$ cat config.mk
export PLATFORM = sky130hd
export DESIGN_NAME = tour_cmd
export DESIGN_NICKNAME = d
export VERILOG_FILES = /design/src/rtl/tour_pkg.sv /design/src/rtl/move_decode.sv /design/src/rtl/tour_cmd.sv
export SDC_FILE = /design/constraint.sdc
export NUM_CORES = 1
export LEC_CHECK = 0
export CORE_MARGIN = 5
export CORE_UTILIZATION = 34
export CTS_BUF_LIST = sky130_fd_sc_hd__clkbuf_8
export DETAILED_ROUTE_END_ITERATION = 12
export GPL_TIMING_DRIVEN = 0
export PLACE_DENSITY_LB_ADDON = 0.15
export SYNTH_ARGS = -nofsm -noshare
export SYNTH_HDL_FRONTEND = slang
export SYNTH_SLANG_ARGS = --single-unit
$ cat constraint.sdc
create_clock -name clk -period 1.4 [get_ports clk]
set_input_delay 0.21 -clock clk [delete_from_list [all_inputs] [get_ports clk]]
set_output_delay 0.21 -clock clk [all_outputs]
set_load 0.03 [all_outputs]
$ cat src/rtl/tour_pkg.sv
// Shared types and constants for the knight-tour command sequencer.
package tour_pkg;

  localparam int unsigned CMD_W     = 16;
  localparam int unsigned MOVE_W    = 8;
  localparam int unsigned IDX_W     = 5;
  localparam int unsigned NUM_MOVES = 24;

  typedef enum logic [2:0] {
    IDLE   = 3'd0,
    VERT   = 3'd1,
    WAIT_V = 3'd2,
    HORZ   = 3'd3,
    WAIT_H = 3'd4
  } state_t;

  localparam logic [3:0] OP_CAL     = 4'h2;
  localparam logic [3:0] OP_MOVE    = 4'h4;
  localparam logic [3:0] OP_FANFARE = 4'h5;
  localparam logic [3:0] OP_TOUR    = 4'h6;

  localparam logic [7:0] HDG_NORTH = 8'h00;
  localparam logic [7:0] HDG_WEST  = 8'h3F;
  localparam logic [7:0] HDG_SOUTH = 8'h7F;
  localparam logic [7:0] HDG_EAST  = 8'hBF;

  // A5 acknowledges idle/completion, 5A reports a tour leg in progress.
  localparam logic [7:0] RESP_DONE = 8'hA5;
  localparam logic [7:0] RESP_TOUR = 8'h5A;

  typedef struct packed {
    logic [3:0] opcode;
    logic [7:0] heading;
    logic [3:0] squares;
  } cmd_t;

  function automatic cmd_t mk_cmd(input logic [3:0] op, input logic [7:0] hdg,
                                  input logic [2:0] cnt);
    cmd_t c;
    c.opcode  = op;
    c.heading = hdg;
    c.squares = {1'b0, cnt};
    return c;
  endfunction

endpackage

$ cat src/rtl/move_decode.sv
// Turns a one-hot knight move into its vertical and horizontal leg commands.
module move_decode
  import tour_pkg::*;
(
  input  logic [MOVE_W-1:0] move,
  output logic [CMD_W-1:0]  vert_cmd,
  output logic [CMD_W-1:0]  horz_cmd,
  output logic              illegal
);

  logic [2:0] idx;

  // Lowest set bit wins for a non-one-hot move.
  always_comb begin
    idx = 3'd0;
    for (int i = MOVE_W - 1; i >= 0; i--) begin
      if (move[i]) idx = 3'(i);
    end
  end

  // Bits 0-3 are two-up/one-over, bits 4-7 one-up/two-over; idx[1] picks south, idx[0] west.
  always_comb begin
    vert_cmd = mk_cmd(OP_MOVE, idx[1] ? HDG_SOUTH : HDG_NORTH, idx[2] ? 3'd1 : 3'd2);
    horz_cmd = mk_cmd(OP_FANFARE, idx[0] ? HDG_WEST : HDG_EAST, idx[2] ? 3'd2 : 3'd1);
    illegal  = (move == '0);
  end

endmodule

$ cat src/rtl/tour_cmd.sv
// Command mux between the UART path and the knight-tour sequencer that replays
// each move as a vertical then a horizontal leg.
module tour_cmd
  import tour_pkg::*;
(
  input  logic              clk,
  input  logic              rst,
  input  logic              start_tour,
  input  logic [MOVE_W-1:0] move,
  output logic [IDX_W-1:0]  mv_indx,
  input  logic [CMD_W-1:0]  cmd_UART,
  input  logic              cmd_rdy_UART,
  input  logic              clr_cmd_rdy,
  input  logic              send_resp,
  output logic [CMD_W-1:0]  cmd,
  output logic              cmd_rdy,
  output logic              clr_cmd_rdy_UART,
  output logic [7:0]        resp
);

  localparam logic [IDX_W-1:0] LAST_IDX = IDX_W'(NUM_MOVES - 1);

  state_t           state_q, state_d;
  logic [IDX_W-1:0] mv_indx_q, mv_indx_d;
  logic [CMD_W-1:0] vert_cmd, horz_cmd;
  logic             illegal;

  move_decode u_move_decode (
    .move     (move),
    .vert_cmd (vert_cmd),
    .horz_cmd (horz_cmd),
    .illegal  (illegal)
  );

  always_ff @(posedge clk or posedge rst) begin
    if (rst) begin
      state_q   <= IDLE;
      mv_indx_q <= '0;
    end else begin
      state_q   <= state_d;
      mv_indx_q <= mv_indx_d;
    end
  end

  // Next state plus the combinational command/response mux.
  always_comb begin
    state_d          = state_q;
    mv_indx_d        = mv_indx_q;
    cmd              = vert_cmd;
    cmd_rdy          = 1'b0;
    clr_cmd_rdy_UART = 1'b0;
    resp             = RESP_TOUR;

    unique case (state_q)
      IDLE: begin
        cmd              = cmd_UART;
        cmd_rdy          = cmd_rdy_UART;
        clr_cmd_rdy_UART = clr_cmd_rdy;
        resp             = RESP_DONE;
        if (start_tour) begin
          state_d   = VERT;
          mv_indx_d = '0;
        end
      end
      VERT: begin
        if (illegal) begin
          state_d   = IDLE;
          mv_indx_d = '0;
        end else begin
          cmd_rdy = 1'b1;
          if (clr_cmd_rdy) state_d = WAIT_V;
        end
      end
      WAIT_V: begin
        if (send_resp) state_d = HORZ;
      end
      HORZ: begin
        cmd     = horz_cmd;
        cmd_rdy = 1'b1;
        if (clr_cmd_rdy) state_d = WAIT_H;
      end
      WAIT_H: begin
        cmd = horz_cmd;
        // The final leg answers with the completion code so the host sees the tour end.
        if (mv_indx_q == LAST_IDX) begin
          resp = RESP_DONE;
          if (send_resp) state_d = IDLE;
        end else if (send_resp) begin
          mv_indx_d = mv_indx_q + IDX_W'(1);
          state_d   = VERT;
        end
      end
      default: begin
        state_d   = IDLE;
        mv_indx_d = '0;
      end
    endcase
  end

  assign mv_indx = mv_indx_q;

endmodule
After elaboration in Yosys (flattened, before gate mapping)
Cells that the tools add are included. Widths: inputs -> output; s select.

Input port bits: 30. Word-level logic and storage cells: 54. Flip-flop bits (word level): 8. Output and inout bits: 31.

Bitwise operators: 1. Reduce and logical (&&, ||, !) cells: 6. Mux-type cells: 32. Eq/ne operators: 12. Add/subtract/negate cells: 1.

Operators by type and width (number): $mux 3 (16); $pmux 16 s2 (1); $mux 5 (4); $pmux 5 s4 (1); $mux 8 (2); $pmux 8 s2 (1); $pmux 3 s5 (1); $ne 2x2->1 const B (6); $reduce_and 5->1 (2); $logic_not 8->1 (1); $mux 7 (1); $eq 3x2->1 const B (2); $add 5x1->5 const B (1); $eq 5x5->1 const B (1); $mux 2 (2); $reduce_or 2->1 (2); $eq 3x1->1 const B (1); $eq 3x3->1 const B (1); $logic_not 3->1 (1); $ne 3x3->1 const B (1); $pmux 1 s3 (1); $mux 1 (2); $not 1->1 (1).

Depth between registers and ports, before layout
Gate-level depths: netlist of the first run.

Word-level depth: 10. Mapped depth: 6. Mapped depth without buffers: 5.

Modules after synthesis
Synthesis of the first run repeated with hierarchy kept, for this count alone.

Cells, all modules: 167. Area, all modules: 1178.6 um^2.

Modules (own cells, without submodules): tour_cmd (sequential area each 200.2 um^2, cells an instance 122, area an instance 869.6 um^2, times used 1); move_decode (sequential area each 0.0 um^2, cells an instance 45, area an instance 309.0 um^2, times used 1).

Worst setup path before layout of the first run
No wires, ideal clock.

Path type: register to output. From: reg mv_indx_q[0] (netlist: mv_indx[0]). To: out resp[2]. Required time: 1.190 ns. Stages on the path, launching flop included: 7. Slack: -0.649 ns. Buffers on the path: 1. Arrival: 1.839 ns. Cells stage by stage: dfrtp_1 > ha_1 > nand4b_1 > nand2_1 > nand2_1 > inv_1 > buf_4.

Longest elaborated chain between the ends: 3.

RTL lines: start, declared (RTL line tour_cmd.sv:24) `logic [IDX_W-1:0] mv_indx_q, mv_indx_d;`; start signal, assigned (RTL line tour_cmd.sv:41) `mv_indx_q <= mv_indx_d;`; $eq 5x5->1 (RTL line tour_cmd.sv:85) `if (mv_indx_q == LAST_IDX) begin`; $mux 8 (RTL line tour_cmd.sv:85); $pmux 8 s2 (RTL line tour_cmd.sv:54) `unique case (state_q)`; end, declared (RTL line tour_cmd.sv:18) `output logic [7:0] resp`.

No other way between the ends.

Final worst setup path of the first run
From: reg state_q[1]. To: out cmd[1].

Longest elaborated chain between the ends: 3. Elaborated cells on any way between the ends: 5. Those cells by class: 2 x eq/ne; 1 x mux; 2 x reduce/logical.

RTL lines: start, declared (RTL line tour_cmd.sv:23) `state_t state_q, state_d;`; start signal, assigned (RTL line tour_cmd.sv:40) `state_q <= state_d;`; $eq 3x3->1 or $eq 3x2->1 (tied branches) (RTL line tour_cmd.sv:54); $reduce_or 2->1 (no line); $pmux 16 s2 * (RTL line tour_cmd.sv:54); end, declared (RTL line tour_cmd.sv:15) `output logic [CMD_W-1:0] cmd,`.

Every way passes the cells marked *; elsewhere a longest branch is shown, timed or not.

==> results of run 1 <==
==> per-stage QoR <==
stage          area [sq um]  TNS, ns
6_report               2320    -8.93
5_1_grt                2320   -10.46
4_1_cts                2060    -7.52
3_5_place_dp           1750   -26.85
3_3_place_gp           1750   -26.05
2_1_floorplan          1110    -1.70
==> metal layers <==
metal | wire length, microns | GRT usage
met5 | 0 | 0
met4 | 155 | 0.0779
met3 | 239 | 0.0543
met2 | 2360 | 0.329
met1 | 1860 | 0.213
==> layout by cell type (no fill, tap or decap), drive strengths merged, types with 3 or more instances in the layout <==
| cell | Yosys | final |
|---|---|---|
| a21o | 3 | 3 |
| a21oi | 5 | 5 |
| a31oi | 6 | 6 |
| and3 | 6 | 6 |
| buf | 10 | 75 |
| clkbuf | 2 | 5 |
| clkdlybuf4s50 | 0 | 21 |
| dfrtp | 8 | 8 |
| dlygate4sd2 | 0 | 5 |
| inv | 7 | 7 |
| nand2 | 13 | 13 |
| nand2b | 3 | 3 |
| nand3 | 4 | 4 |
| nor2 | 9 | 9 |
| nor2b | 3 | 3 |
| o21a | 6 | 6 |
| o21ai | 11 | 11 |
| o22ai | 4 | 4 |
==> worst reg2reg max path, stage by stage (launching register included) <==
cell	delay, ns
dfrtp_2	0.42
clkinvlp_4	0.18
a2111oi_2	0.53
a21o_4	0.19
mux2_4	0.30
==> state kept, by name (all words and copies together) (netlist names) <==
| signal | flops |
|---|---|
| state_q | 3 |
| mv_indx | 5 |
==> synth_stat cells, types with 2 or more instances <==
library cell / count / share of area
nor2b_1: 3 / 0.019
nor3_1: 2 / 0.010
o22ai_1: 4 / 0.025
a31oi_1: 6 / 0.038
nand3_1: 4 / 0.020
nand2b_1: 3 / 0.019
inv_1: 7 / 0.027
o21a_1: 6 / 0.046
and3_1: 6 / 0.038
a21o_2: 2 / 0.018
or3_1: 2 / 0.013
nor2_1: 9 / 0.034
o21ai_0: 11 / 0.056
o31ai_2: 2 / 0.025
mux2i_1: 2 / 0.020
buf_4: 6 / 0.046
dfrtp_1: 8 / 0.20
buf_2: 4 / 0.020
nand2_1: 13 / 0.049
nor3b_1: 2 / 0.015
clkbuf_1: 2 / 0.0076
nand4b_1: 2 / 0.018
nor4_4: 2 / 0.043
a221oi_1: 2 / 0.018
a21oi_1: 5 / 0.025
==> how the worst max path moves through the flow <==
| stage | from | to | slack, ns | depth (start not counted) |
|---|---|---|---|---|
| global placement | move[5] | cmd[1] | -1.28 | 6 |
| global route | state_q[1]$_DFFE_PP0P_ | cmd[1] | -0.45 | 6 |
| floorplan | mv_indx[0]$_DFFE_PP0P_ | mv_indx[1]$_DFFE_PP0P_ | -0.15 | 5 |
| CTS | state_q[1]$_DFFE_PP0P_ | cmd[1] | -0.37 | 6 |
| finish | state_q[1]$_DFFE_PP0P_ | cmd[1] | -0.40 | 6 |
| detailed placement | move[5] | cmd[1] | -1.33 | 6 |
==> cell type report <==
cell class,instances,area (sq um),share of cell area
buffer,12,135,0.0582
clock buffer,3,41.3,0.0178
sequential,8,206,0.0889
multi-input combinational,103,986,0.425
clock inverter,1,3.75,0.00162
inverter,7,40.0,0.0173
timing repair buffer,92,870,0.375
tap,31,38.8,0.0167
==> kinds of logic (layout without fill, tap and decap cells) <==
family / after synthesis / count (layout) / share of synthesized area
AO/OA/AOI/OAI: 46 / 46 / 0.338
buffers and inverters: 19 / 115 / 0.0999
flip-flops: 8 / 8 / 0.202
multiplexers: 3 / 3 / 0.0354
AND/OR/NAND/NOR: 53 / 53 / 0.312
adder cells (fa/ha/maj): 1 / 1 / 0.0126
==> where the power goes <==
group	internal, uW	total, uW	switching [uW]	leakage [uW]
clock	191	290	99.8	0.0000269
sequential	284	359	74.8	0.000101
combinational	2380	4970	2600	0.000887
total	2850	5620	2770	0.00101
==> timing repair <==
| action | in CTS | in global routing |
|---|---|---|
| gates cloned | 1 | 0 |
| hold buffers | 0 | 0 |
| setup buffers | 20 | 11 |
| pin swaps | 17 | 17 |
| endpoints found under the setup margin | 37 | 32 |
| resized for setup | 244 | 55 |
==> summary.md, run 1 <==
| Metric | Value |
|---|---|
| Slew Viols, Final | 0 |
| Fillers | roughly 160 |
| Clock buffer depth | 2 |
| Wire length of the first global-routing pass | around 6400 microns |
| CTS sink count | 8 |
| Final cell count without fillers | 257 |
| Clock latency on the worst-skew pair | 0.24 ns |
| Startpoint types | flop |
| Die width | 64.0 microns |
| Synthesis Warnings | 0 |
| Highest Clock Rate | ~550 MHz |
| Peak VDD IR | between 2000 and 2500 uV |
| Ys async rst share | 1.00 |
| Clk_skew | 0.00356 ns |
| Max FO, Critical Path | 7 |
| CTS tree | yes |
| IO Port Bufs | 60 |
| CP Capture Type | primary output |
| Sequential share of the synthesized area | 0.202 |
| R2R cell count | 4 |
| Netlist cell types | 40 |
| Chip height | approximately 64 microns |
| Synth Cell Area | roughly 1000 sq um |
| Status | finished with violations |
| Worst path top cell family by delay | flip-flops |
| Max_cap viols | 0 |
| Synthesized instance count | 130 |
| Htree depth | 1 |
| Reg2reg setup slack | -0.32 ns |
| Dpl cells | roughly 220 |
| Worst R2R End | mv_indx[1]$_DFFE_PP0P_ |
| CP bufs+invs | 3 |
| WHS | roughly 0.22 ns |
| Layout cell share with drive strength beyond 1 | 0.633 |
| Routed via count | between 1000 and 1500 |
| Rel. slew slack | 0.683 |
| Hold Path Class | in -> async |
| Initial core utilization | 0.356 |
| Vias per cell | ~5.6 |
| Req. time, crit path | between 1 and 1.5 ns |
| Nets | around 260 |
| Tmin final | between 1.5 and 2 ns |
| Final hold viol count | 0 |
| Floorplan row count | 19 |
| GRT Overall Usage | 0.189 |
| # setup viols final | 32 |
| Vias in the first global route | about 1400 |
| Final WL | approximately 4600 microns |
| CTS Buf Count | 3 |
| Post-layout util | 0.834 |
| Least-Margin Pin Slew | around 0.47 ns |
| Reg2reg start | state_q[0]$_DFFE_PP0P_ |
| Root Buffer Master | clkbuf_8 |
| RSZ-0062 raised after global routing | true |
| Failing checks | negative setup slack |
| DRC Markers | 0 |
| Worst Slack Setup Final | -0.403 ns |
| Worst path cell trace | buf_6 > nor2b_4 > buf_6 > o31ai_4 > o22a_2 > buf_6 |
| CP max stage delay | ~0.45 ns |
| WS Path Type | reg -> out |
| Gp weighted congestion | 0.817 |
| Full die area | 4090 sq um |
| Number of placed I/O pins | slightly above 60 |
| Syn Area/Cell | ~7.6 sq um |
| Commonest register cell after synthesis | dfrtp_1 |
| Core Footprint | 2780 sq um |
| Syn_nets | 161 |
| Post-synth EDFFs | 0 |
| Largest net degree at the start of global routing | 11 |
| Antenna violations before repair | 0 |
| Initial drt markers | 67 |
| Final ANT Viol Nets | 0 |
| Slowest-stage cell, CP | dfrtp_2 |
| Worst EP arrival | roughly 1.6 ns |
| Layout area overhead | 135% |
| Total chip power | between 5000 and 6000 uW |
| Detailed placement HPWL | 2540 microns |
| Crit share post-route | 1.29 |
| CTS clock-pin slew for the worst setup and hold paths | roughly 0.040 ns |
| Total grt overflow | 0 |
| Synth Register Bits | 8 |
| Pwr dens | 2420 nW/um^2 |
| Routed WL per cell | around 18 microns |
| Pre-CTS setup slack | -1.33 ns |
| First drt pass iteration count | 4 |
| Ant. Diodes | 0 |
| P_leak | 0.00101 uW |
| Cell mode on critical path | buf_6 |
Note: power is estimated with default switching activity, not from simulation.
==> run 2: changes to the inputs <==
CTS_CLUSTER_DIAMETER = 30   (was not set)
GPL_ROUTABILITY_DRIVEN = 1   (was not set)
PLACE_DENSITY = 0.81   (was not set)
PLACE_DENSITY_LB_ADDON = not set   (was 0.15)
==> summary.md, run 2 (synthesized netlist as in run 1, its figures left out) <==
| Metric | Value |
|---|---|
| Highest Clock Rate | 551 MHz (-0.67%) |
| Core Footprint | 2780 sq um (unchanged) |
| Max FO, Critical Path | 3 (-4) |
| Pwr dens | 2420 nW/um^2 (-0.27%) |
| Crit share post-route | 1.30 (+0.00870) |
| Max_cap viols | 0 (unchanged) |
| Clk_skew | 0.00279 ns (-0.000767 ns) |
| Floorplan row count | 19 (unchanged) |
| CTS Buf Count | 3 (unchanged) |
| Layout area overhead | 145% |
| Sw Share | 0.496 (+0.00347) |
| Final Cell Area | 2430 sq um (+4.6%) |
| Largest register FFs | 5 (unchanged) |
| Setup TNS Final | -9.11 ns (-0.182 ns) |
| IO Port Bufs | 60 (unchanged) |
| Combinational power share | 0.888 (+0.003) |
| Net Switching | 2910 uW (+5.1%) |
| Nets | 262 (+1.6%) |
| Full die area | 4090 sq um (unchanged) |
| Final WL | 5670 microns (+23%) |
| Status | finished with violations |
| Wire length of the first global-routing pass | 8040 microns (+27%) |
| Number of placed I/O pins | 61 (unchanged) |
| CTS sink count | 8 (unchanged) |
| Routed via count | 1533 (+6.0%) |
| Worst path cell trace | buf_6 > nor4_4 > buf_4 > or2b_1 > mux2i_2 > o22a_2 > buf_6 |
| Peak VDD IR | 2110 uV (-8.2%) |
| Die width | 64.0 microns (unchanged) |
| Routed WL per cell | 21.7 microns (+21%) |
| CTS clock-pin slew for the worst setup and hold paths | 0.04 ns (about the same) |
| Largest net degree at the start of global routing | 11 (unchanged) |
| CTS tree | yes |
| Total grt overflow | 0 (unchanged) |
| Clk pwr share | 0.049 (-0.003) |
| CP Capture Type | primary output |
| CP bufs+invs | 3 (unchanged) |
| Failing checks | negative setup slack |
| R2R cell count | 6 (+2) |
| Slowest-stage cell, CP | nor4_4 |
| Vias per cell | 5.87 (+4.4%) |
| Slew Viols, Final | 0 (unchanged) |
| Total chip power | 5870 uW (+4.4%) |
| Worst path top cell family by delay | simple AND/OR/NAND/NOR gates |
| Most common cell after layout, fill and taps aside | buf_6 |
| Root Buffer Master | clkbuf_8 |
| CP max stage delay | 0.39 ns (-0.06 ns) |
| Worst Slack Setup Final | -0.416 ns (-0.0122 ns) |
| Hold Path Class | in -> async |
| DRC Markers | 0 (unchanged) |
| GRT Overall Usage | 0.242 (+0.0531) |
| Reg2reg start | mv_indx[1]$_DFFE_PP0P_ |
| Most frequent cells in the layout | 39 x buf_6, 29 x buf_4, 21 x clkdlybuf4s50_1, 8 x nand2_1 |
| Final hold viol count | 0 (unchanged) |
| Layout cell share with drive strength beyond 1 | 0.652 (+0.0194) |
| Rel. slew slack | 0.760 (+0.0773) |
| P_leak | 0.00105 uW (+3.9%) |
| Req. time, crit path | 1.19 ns (about the same) |
| Clock latency on the worst-skew pair | 0.23 ns (about the same) |
| Critical Path Start | move[4] |
| Startpoint types | primary input |
| Ant. Diodes | 0 (unchanged) |
| Int Power | 2960 uW (+3.6%) |
| First drt pass iteration count | 4 (unchanged) |
| WS Path Type | in -> out |
| Clock buffer depth | 2 (unchanged) |
| Worst EP arrival | 1.61 ns (+0.02 ns) |
| Antenna violations before repair | 0 (unchanged) |
| Least-Margin Pin Slew | 0.357 ns (-0.118 ns) |
| Gp weighted congestion | 0.861 (+5.4%) |
| Fillers | 134 (-18%) |
| # setup viols final | 32 (unchanged) |
| RSZ-0062 raised after global routing | true |
| Vias in the first global route | 1638 (+16%) |
| Final ANT Viol Nets | 0 (unchanged) |
| Initial drt markers | 60 (-10%) |
| Placement Cell Area | 1750 sq um (unchanged) |
| Chip height | 64.0 microns (unchanged) |
| Htree depth | 1 (unchanged) |
| Detailed placement HPWL | 2740 microns (+7.9%) |
| Levels on crit path | 7 (+1) |
| Tmin final | 1.82 ns (+0.0122 ns) |
| Sequential power share | 0.063 (about the same) |
| Initial core utilization | 0.356 (unchanged) |
| Cell mode on critical path | buf_6 |
run 2: layer usage:
layer  share of wire  vias to the layer above  wire length, microns  track usage
met5               0                        -                     0            0
met3           0.054                       26                   306       0.0333
met4           0.043                        0                   244        0.101
met1            0.37                      741                  2110        0.263
li1                -                      676                     -            -
met2            0.53                       90                  3000        0.459
run 2: final cells by class:
type / count / area, sq um / share of cell area
multi-input combinational: 103 / 1040 / 0.427
timing repair buffer: 96 / 936 / 0.385
buffer: 12 / 134 / 0.0551
inverter: 7 / 32.5 / 0.0134
clock inverter: 1 / 3.75 / 0.00155
tap: 31 / 38.8 / 0.0160
sequential: 8 / 206 / 0.0850
clock buffer: 3 / 41.3 / 0.0170
run 2: power groups by stage:
| stage | logic, uW | registers [uW] | clock network (uW) |
|---|---|---|---|
| final | 5210 | 368 | 287 |
| after global routing | 5400 | 370 | 311 |
| after CTS | 4770 | 356 | 286 |
| after detailed placement | 3580 | 337 | 0 |
| after global placement | 3530 | 337 | 0 |
| after floorplan | 2380 | 344 | 0 |
run 2: final timing paths:
path	end	slack, ns
max in group asynchronous	state_q[2]$_DFFE_PP0P_	0.92
min	mv_indx[2]$_DFFE_PP0P_	0.22
min reg2reg	mv_indx[4]$_DFFE_PP0P_	0.59
max	cmd[1]	-0.42
max reg2reg	mv_indx[1]$_DFFE_PP0P_	-0.29
min in group clk	state_q[1]$_DFFE_PP0P_	0.57
run 2: repair_timing:
action,4_1_cts,5_1_grt
endpoints found under the hold margin,0,0
hold buffers,0,0
resized for setup,280,15
pin swaps,22,11
setup endpoints to repair,37,32
buffers inserted,29,6
cloned,3,0
run 2: through the flow:
stage / utilization / std cells / hold slack, ns / worst slack (ns)
2_1_floorplan: - / 130 / 0.0255 / -0.154
3_3_place_gp: 0.628 / 221 / 0.470 / -1.28
3_5_place_dp: 0.628 / 221 / 0.477 / -1.34
4_1_cts: 0.836 / 256 / 0.227 / -0.340
5_1_grt: 0.873 / 261 / 0.250 / -0.461
6_report: 0.873 / 261 / 0.224 / -0.416
